--- src/rtl/mm_pkg.sv ---
// Shared definitions for the matrix-multiply step sequencer. The divider's
// consumers and the MAC datapath use the same state encoding and defaults.
package mm_pkg;

    // Default square matrix dimension and address width.
    localparam int MM_N_DEFAULT      = 3;
    localparam int MM_ADDR_W_DEFAULT = 8;

    // Width of the row/col/k index counters; holds any dimension up to 15.
    localparam int MM_IDX_W = 4;

    // Sequencer states. The encoding is visible on the debug state output.
    typedef enum logic [2:0] {
        ST_IDLE  = 3'd0,
        ST_CLEAR = 3'd1,
        ST_MAC   = 3'd2,
        ST_WRITE = 3'd3,
        ST_FIN   = 3'd4
    } mm_state_e;

    // Row-major linear address major*dim+minor, computed at full 32-bit
    // width; callers truncate to their own address width.
    function automatic int unsigned mm_lin_addr(input int unsigned major,
                                                input int unsigned minor,
                                                input int unsigned dim);
        return major * dim + minor;
    endfunction

endpackage

--- src/rtl/step_edge_detect.sv ---
// Two-flop synchroniser for the divided step clock level followed by a
// rising-edge detector. The level is sampled as data on clock_in; pulse_out
// is high for exactly one clock_in cycle per 0->1 transition of level_in.
// Both flops reset to 1 so a level that is already high when reset is
// released cannot masquerade as a rising edge.
module step_edge_detect (
    input  logic clock_in,
    input  logic reset,
    input  logic level_in,
    output logic pulse_out
);

    logic sync1_q;
    logic sync2_q;

    // Synchroniser chain; preset to 1 on reset.
    always_ff @(posedge clock_in) begin
        if (reset) begin
            sync1_q <= 1'b1;
            sync2_q <= 1'b1;
        end else begin
            sync1_q <= level_in;
            sync2_q <= sync1_q;
        end
    end

    // Rising edge: newest sample high, previous sample low.
    assign pulse_out = sync1_q & ~sync2_q;

endmodule

--- src/rtl/mm_step_sequencer.sv ---
// Address/strobe sequencer for C = A * B on N x N matrices. Each step pulse
// advances the sequence by one action: clear the accumulator, one
// multiply-accumulate per k, then write the finished C element.
//
// Strobe semantics: acc_clear, acc_en, c_we and done are registered,
// one clock_in cycle wide, mutually exclusive, and at most one fires per step
// pulse. The consumer must act in the cycle a strobe is high; there is no
// back-pressure. a_addr/b_addr are valid in the acc_en cycle and c_addr in
// the c_we cycle; each address holds its value until its next strobe.
module mm_step_sequencer
    import mm_pkg::*;
#(
    parameter int N      = MM_N_DEFAULT,
    parameter int ADDR_W = MM_ADDR_W_DEFAULT
) (
    input  logic              clock_in,
    input  logic              reset,
    input  logic              step_clk,
    input  logic              start,
    output logic [ADDR_W-1:0] a_addr,
    output logic [ADDR_W-1:0] b_addr,
    output logic [ADDR_W-1:0] c_addr,
    output logic              acc_clear,
    output logic              acc_en,
    output logic              c_we,
    output logic              busy,
    output logic              done,
    output logic [2:0]        state_dbg
);

    // Elaboration-time legality checks on the parameters.
    generate
        if (N < 2 || N > 15) begin : g_bad_n
            $error("mm_step_sequencer: N must be in 2..15");
        end
        if (ADDR_W < 1 || (ADDR_W < 31 && (N * N > (1 << ADDR_W)))) begin : g_bad_addr_w
            $error("mm_step_sequencer: N*N does not fit in ADDR_W address bits");
        end
    endgenerate

    localparam logic [MM_IDX_W-1:0] LAST_IDX = MM_IDX_W'(N - 1);

    mm_state_e           state_q;
    mm_state_e           state_d;
    logic [MM_IDX_W-1:0] row_q;
    logic [MM_IDX_W-1:0] col_q;
    logic [MM_IDX_W-1:0] k_q;
    logic                step_pulse;
    logic                last_elem;

    logic                acc_clear_d;
    logic                acc_en_d;
    logic                c_we_d;
    logic                done_d;
    logic [ADDR_W-1:0]   a_addr_d;
    logic [ADDR_W-1:0]   b_addr_d;
    logic [ADDR_W-1:0]   c_addr_d;

    step_edge_detect u_step_edge (
        .clock_in  (clock_in),
        .reset     (reset),
        .level_in  (step_clk),
        .pulse_out (step_pulse)
    );

    // The C element currently addressed is the bottom-right one.
    assign last_elem = (row_q == LAST_IDX) && (col_q == LAST_IDX);

    // State register.
    always_ff @(posedge clock_in) begin
        if (reset) begin
            state_q <= ST_IDLE;
        end else begin
            state_q <= state_d;
        end
    end

    // Next-state logic; every state except IDLE and FIN waits for a step.
    always_comb begin
        state_d = state_q;
        case (state_q)
            ST_IDLE: begin
                if (start) begin
                    state_d = ST_CLEAR;
                end
            end
            ST_CLEAR: begin
                if (step_pulse) begin
                    state_d = ST_MAC;
                end
            end
            ST_MAC: begin
                if (step_pulse && (k_q == LAST_IDX)) begin
                    state_d = ST_WRITE;
                end
            end
            ST_WRITE: begin
                if (step_pulse) begin
                    state_d = last_elem ? ST_FIN : ST_CLEAR;
                end
            end
            ST_FIN: begin
                state_d = ST_IDLE;
            end
            default: begin
                state_d = ST_IDLE;
            end
        endcase
    end

    // Output decode: next values of the registered strobes and addresses.
    always_comb begin
        acc_clear_d = (state_q == ST_CLEAR) && step_pulse;
        acc_en_d    = (state_q == ST_MAC)   && step_pulse;
        c_we_d      = (state_q == ST_WRITE) && step_pulse;
        done_d      = (state_q == ST_FIN);
        a_addr_d    = ADDR_W'(mm_lin_addr(32'(row_q), 32'(k_q),   N));
        b_addr_d    = ADDR_W'(mm_lin_addr(32'(k_q),   32'(col_q), N));
        c_addr_d    = ADDR_W'(mm_lin_addr(32'(row_q), 32'(col_q), N));
    end

    // Index counters: k walks the dot product, col/row walk C in row-major order.
    always_ff @(posedge clock_in) begin
        if (reset) begin
            row_q <= '0;
            col_q <= '0;
            k_q   <= '0;
        end else begin
            case (state_q)
                ST_IDLE: begin
                    if (start) begin
                        row_q <= '0;
                        col_q <= '0;
                        k_q   <= '0;
                    end
                end
                ST_CLEAR: begin
                    if (step_pulse) begin
                        k_q <= '0;
                    end
                end
                ST_MAC: begin
                    if (step_pulse) begin
                        k_q <= (k_q == LAST_IDX) ? '0 : k_q + 1'b1;
                    end
                end
                ST_WRITE: begin
                    if (step_pulse && !last_elem) begin
                        if (col_q == LAST_IDX) begin
                            col_q <= '0;
                            row_q <= row_q + 1'b1;
                        end else begin
                            col_q <= col_q + 1'b1;
                        end
                    end
                end
                default: begin
                end
            endcase
        end
    end

    // Registered strobes; each address only moves when its strobe fires.
    always_ff @(posedge clock_in) begin
        if (reset) begin
            acc_clear <= 1'b0;
            acc_en    <= 1'b0;
            c_we      <= 1'b0;
            done      <= 1'b0;
            a_addr    <= '0;
            b_addr    <= '0;
            c_addr    <= '0;
        end else begin
            acc_clear <= acc_clear_d;
            acc_en    <= acc_en_d;
            c_we      <= c_we_d;
            done      <= done_d;
            if (acc_en_d) begin
                a_addr <= a_addr_d;
                b_addr <= b_addr_d;
            end
            if (c_we_d) begin
                c_addr <= c_addr_d;
            end
        end
    end

    assign busy      = (state_q != ST_IDLE);
    assign state_dbg = state_q;

endmodule

--- config.mk ---
export PLATFORM = sky130hd
export DESIGN_NAME = mm_step_sequencer
export DESIGN_NICKNAME = d
export VERILOG_FILES = /design/src/rtl/mm_pkg.sv /design/src/rtl/step_edge_detect.sv /design/src/rtl/mm_step_sequencer.sv
export SDC_FILE = /design/constraint.sdc
export NUM_CORES = 1
export LEC_CHECK = 0
export ABC_AREA = 1
export CAP_MARGIN = 20
export CORE_ASPECT_RATIO = 1.4
export CORE_MARGIN = 10
export CORE_UTILIZATION = 50
export DETAILED_ROUTE_END_ITERATION = 8
export PLACE_DENSITY = 0.75
export SLEW_MARGIN = 20
export SYNTH_ARGS = -nofsm -noshare
export SYNTH_HDL_FRONTEND = slang
export SYNTH_SLANG_ARGS = --single-unit
export TNS_END_PERCENT = 20
--- constraint.sdc ---
create_clock -name clock_in -period 2 [get_ports clock_in]
set_input_delay 0.3 -clock clock_in [delete_from_list [all_inputs] [get_ports clock_in]]
set_output_delay 0.3 -clock clock_in [all_outputs]
set_load 0.01 [all_outputs]
After elaboration in Yosys (flattened, before gate mapping)
Cells that the tools add are included.
{ "word_totals": {"register_bits": 45, "latchBits": 0, "ram_bits": 0, "rom_bits": 0, "inputBits": 4, "out_inout_bits": 32, "wordCells": 69, "memories": 0} }
{ "classes": {"addsub": 6, "mul": 2, "n_div": 0, "order_cmp": 0, "n_eq_ne": 14, "n_shift": 0, "mux": 17, "bitwise_logic": 2, "n_reduce_logical": 15} }
{ "ops": {"columns": ["cell", "count"], "rows": [
  ["$mux 4", 8],
  ["$add 6x4->7", 3],
  ["$pmux 4 s2", 2],
  ["$mux 3", 5],
  ["$add 4x1->4 const B", 3],
  ["$eq 4x2->1 const B", 3],
  ["$mul 4x2->6 const B", 2],
  ["$ne 2x2->1 const B", 6],
  ["$pmux 3 s4", 1],
  ["$pmux 4 s3", 1],
  ["$reduce_and 4->1", 3],
  ["$eq 3x2->1 const B", 2],
  ["$logic_and 1x1->1", 6],
  ["$reduce_bool 3->1", 2],
  ["$eq 3x1->1 const B", 1],
  ["$eq 3x3->1 const B", 1],
  ["$logic_not 3->1", 1],
  ["$reduce_and 3->1", 1],
  ["$ne 2x1->1 const B", 1],
  ["$reduce_bool 2->1", 1],
  ["$and 1x1->1", 1],
  ["$logic_not 1->1", 1],
  ["$not 1->1", 1]
]} }

Longest topological paths before layout
{ "logic_depth": {"ltp_word": 6, "mapped_depth": 13, "mapped_depth_nobuf": 13} }

By module
From an unflattened synthesis, not the netlist that was laid out.
{ "hier_totals": {"hier_cells": 337, "hier_area_um2": 2618.8} }
{ "modules_own_cells": {"columns": ["module", "n_inst", "cells_each", "area_each_um2", "seq_area_each_um2"], "rows": [
  ["mm_step_sequencer", 1, 329, 2553.7, 780.7],
  ["step_edge_detect", 1, 8, 65.1, 40.0]
]} }

Worst setup path before layout
No wires, ideal clock.
{ "synth_path": {"kind": "reg-to-reg", "from": "register row_q[0]", "to": "register a_addr[5]", "arrival_time_ps": 1949, "required_ps": 1891, "slack_ps": -58, "stages_incl_launch_ff": 13, "path_buffers": 0, "synth_period_minus_slack_ps": 2058, "path_cell_list": "dfxtp_1 ha_1 fa_1 ha_1 nand3_1 nand3_1 nand2_1 nand2_1 nand2_1 nand2_1 nand3_1 nand2_1 inv_1"} }
{ "synth_via": {"elab_chain_cells": 2} }
{ "synth_lines": {"columns": ["element", "line", "source"], "rows": [
  ["start: declaration", "mm_step_sequencer.sv:45", "logic [MM_IDX_W-1:0] row_q;"],
  ["start signal: assignment", "mm_step_sequencer.sv:151", "row_q <= row_q + 1'b1;"],
  ["$mul 4x2->6", "mm_pkg.sv:26", "return major * dim + minor;"],
  ["$add 6x4->7", "mm_pkg.sv:26", null],
  ["end signal: assignment", "mm_step_sequencer.sv:179", "a_addr <= a_addr_d;"],
  ["end: declaration", "mm_step_sequencer.sv:20", "output logic [ADDR_W-1:0] a_addr,"]
]} }
No other way between the ends.
A chain may end at the register's enable or synchronous reset.

Worst setup path after layout
{ "layout_path": {"from": "register row_q[1]", "to": "register c_addr[4]"} }
{ "layout_via": {"elab_chain_cells": 2} }
{ "layout_lines": {"columns": ["element", "line", "source"], "rows": [
  ["$mul 4x2->6", "mm_pkg.sv:26", null],
  ["$add 6x4->7", "mm_pkg.sv:26", null],
  ["end signal: assignment", "mm_step_sequencer.sv:183", "c_addr <= c_addr_d;"],
  ["end: declaration", "mm_step_sequencer.sv:22", "output logic [ADDR_W-1:0] c_addr,"]
]} }
No other way between the ends.

==> results.toml <==
[drt]
wire_per_inst_um = 14.2
dr.pass1.iters = 5
ant_nets = 0
drt-initial-drc-count = 165
vias = 2400
drc = 0
drt_wl_total_um = 6620
avgViaCountPerCell = 5.15

[placed_design]
placed_cell_area_mm2 = 0.00312
port_buffers = 31
dp_hpwl_um = 4490
place.gp.congestion = 0.848

[synth]
synth_top_area_cell = "dfxtp_1"
synthTopCellsByArea = "dfxtp_1 31%, ha_1 13%, nand2_1 9.8%, nand3_1 6.3%, nor2_1 5.5%"
avgSynthCellArea_um2 = 7.60
synth_edf_count = 0
synth_fa_ha_area_share_pct = 18.8
ys_seq_area_share_pct = 31.4
synth_top_cell_area_share_pct = 31.4
synthMuxAreaShare_pct = 0
netlist_area_mm2 = 0.00262
postSynthCellCount = 344
synth-simple-area-share_pct = 29.6
synth_top_family_by_area = "simple AND/OR/NAND/NOR gates"
synth_ff_type = "dfxtp_1"
yosysUniqueCellTypes = 31
synth_xor_area_share_pct = 3.01
synth-seq-cells = 41
synth-compound-area-share_pct = 8.61
ys_warn_count = 0
synthArstFlopShare_pct = 0

[clock_network]
clockRootBuffer = "clkbuf_8"
clockBufferDepth = 2
clk_pin_slew_worst_paths_ns = 0.09
clk_latency_ns = 0.30
cts_hold_repair.buffers = 0
cts_buffers = 5
clock-sinks = 41
htree_levels = 2
cts_tree = "done"

[critical_path]
cp-end-kind = "flop"
reg2reg_depth = 11
crit_arrival_ns = 2.26
worstPathCellList = "buf_6 > fa_2 > xor2_1 > buf_4 > ha_4 > nand3_2 > nand3_2 > a21o_1 > nand3_1 > nand2_1 > inv_1"
critPathTopFamily = "adder cells"
critPathKind = "reg -> reg"
required_ns = 2.21
crit_buf_inv = 3
crit_slowest_cell = "fa_2"
max_stage_delay_ns = 0.39
ff2ff_setup_slack_ns = -0.05
path_common_cell = "nand3_2"
cp-start-kind = "flop"
cp.depth = 11
path_max_fanout = 4

[timing]
final_max_slew_viol_count = 0
finalCritPeriodShare_pct = 103
fmax_ghz = 0.487
hold_viol_final = 0
fin_ws_ns = -0.0519
period_needed_ns = 2.05
fin_skew_ns = 0.00933
finalSetupViolCount = 6
setup_tns_ns = -0.244
rsz0062_at_grt = "true"

[min_path]
min_path_type = "reg -> reg"
holdPathStages = 2

[pwr]
ir_drop_v = 0.000646
p_per_area_mw_per_mm2 = 763
p_leak_nw = 1.60

[global_routing]
overflow = 0
grt_use_total_pct = 14.6
grt_start_max_net_pins = 22
antenna_found_initial = 0
grt_pass1_wl_um = 10200
grt_pass1_vias = 2295

[layout]
area_growth_pct = 31.2
diodes = 0
layout-drive-gt1-share_pct = 21.5
final_cell_area_mm2 = 0.00343
mostFrequentLayoutCells = "64 x nand2_1, 38 x nor2_1, 36 x dfxtp_1"
fin_util_pct = 67.0
final_common_cell = "nand2_1"
fin_nets = 439

[die]
rows = 31
initial_core_util_pct = 51.1
core_mm2 = 0.00512
fp.dieArea_mm2 = 0.00856
die_w_um = 81.1
ios = 36
die_h_um = 106

[run]
cap_violations = 0

[outcome]
status = "complete, but fails checks"
failed_checks = "negative setup slack"
## logic make-up after synthesis
kind of cell	after synthesis
other	1
AND/OR/NAND/NOR	163
AO/OA/AOI/OAI	42
buffers and inverters	53
flip-flops	41
adder cells (fa/ha/maj)	35
XOR/XNOR	9
## timing repair
item / 4_1_cts / 5_1_grt
resized for setup: 14 / 17
setup buffers: 1 / 4
pin swaps: 7 / 9
gates cloned: 0 / 0
setup endpoints to repair: 6 / 10
## worst paths after layout
check                                               startpoint                        endpoint
worst max-delay path                     row_q[1]$_SDFFE_PP0P_          c_addr[4]$_SDFFE_PP0P_
worst min-delay path            u_step_edge.sync1_q$_SDFF_PP1_  u_step_edge.sync2_q$_SDFF_PP1_
worst max register to register           row_q[1]$_SDFFE_PP0P_          c_addr[4]$_SDFFE_PP0P_
worst min register to register  u_step_edge.sync1_q$_SDFF_PP1_  u_step_edge.sync2_q$_SDFF_PP1_
## layer usage
metal  wire (µm)  up-vias  GRT usage (%)
li1            -     1211              -
met4         142        0           5.09
met5           0        -              0
met2        3630       50           27.6
met1        2580     1123           15.4
met3         272       16           2.30
## worst min-delay path: stages, from the launching register on
cell and delay (ns):
dfxtp_1 0.33, inv_2 0.04, nand2_1 0.04
## synthesized netlist by cell type, types with 5 or more instances
master,number
inv_2,8
fa_1,7
nor2_1,38
dfxtp_1,41
nand3_1,33
nand2_1,68
a21oi_1,20
inv_1,34
nand2_4,5
buf_4,6
o21ai_0,14
nand4_1,5
xor2_1,6
ha_1,28
## layout make-up
type	count	area, µm²
inverters	42	158
multi-input cells	253	1750
well taps	66	82.6
fillers	432	1690
flip-flops and latches	41	830
repair buffers	57	509
clock buffers	5	68.8
clock inverters	2	35.0
## flip-flops by register name, summed over array words and instances (netlist names)
name                 count
a_addr                   7
c_addr                   7
b_addr                   6
col_q                    4
k_q                      4
row_q                    4
state_dbg                3
acc_clear                1
acc_en                   1
c_we                     1
done                     1
u_step_edge.sync1_q      1
u_step_edge.sync2_q      1
## power by group
group          switching, mW  internal [mW]  leakage, nW  total, mW
clock                  0.313          0.364       0.0540      0.676
combinational          0.622          0.356         1.21      0.978
sequential            0.0837          0.881        0.335      0.965
## through the flow
step	hold WS, ns	power [mW]	std cells	setup slack, ns
after detailed placement	0.422	1.93	454	-0.0794
after floorplan	0.404	1.65	347	0.0105
final	0.434	2.62	466	-0.0519
after global placement	0.413	1.91	454	-0.0371
after CTS	0.439	2.60	462	-0.0391
after global routing	0.475	2.78	466	-0.138
(Power assumes the default switching activity.)
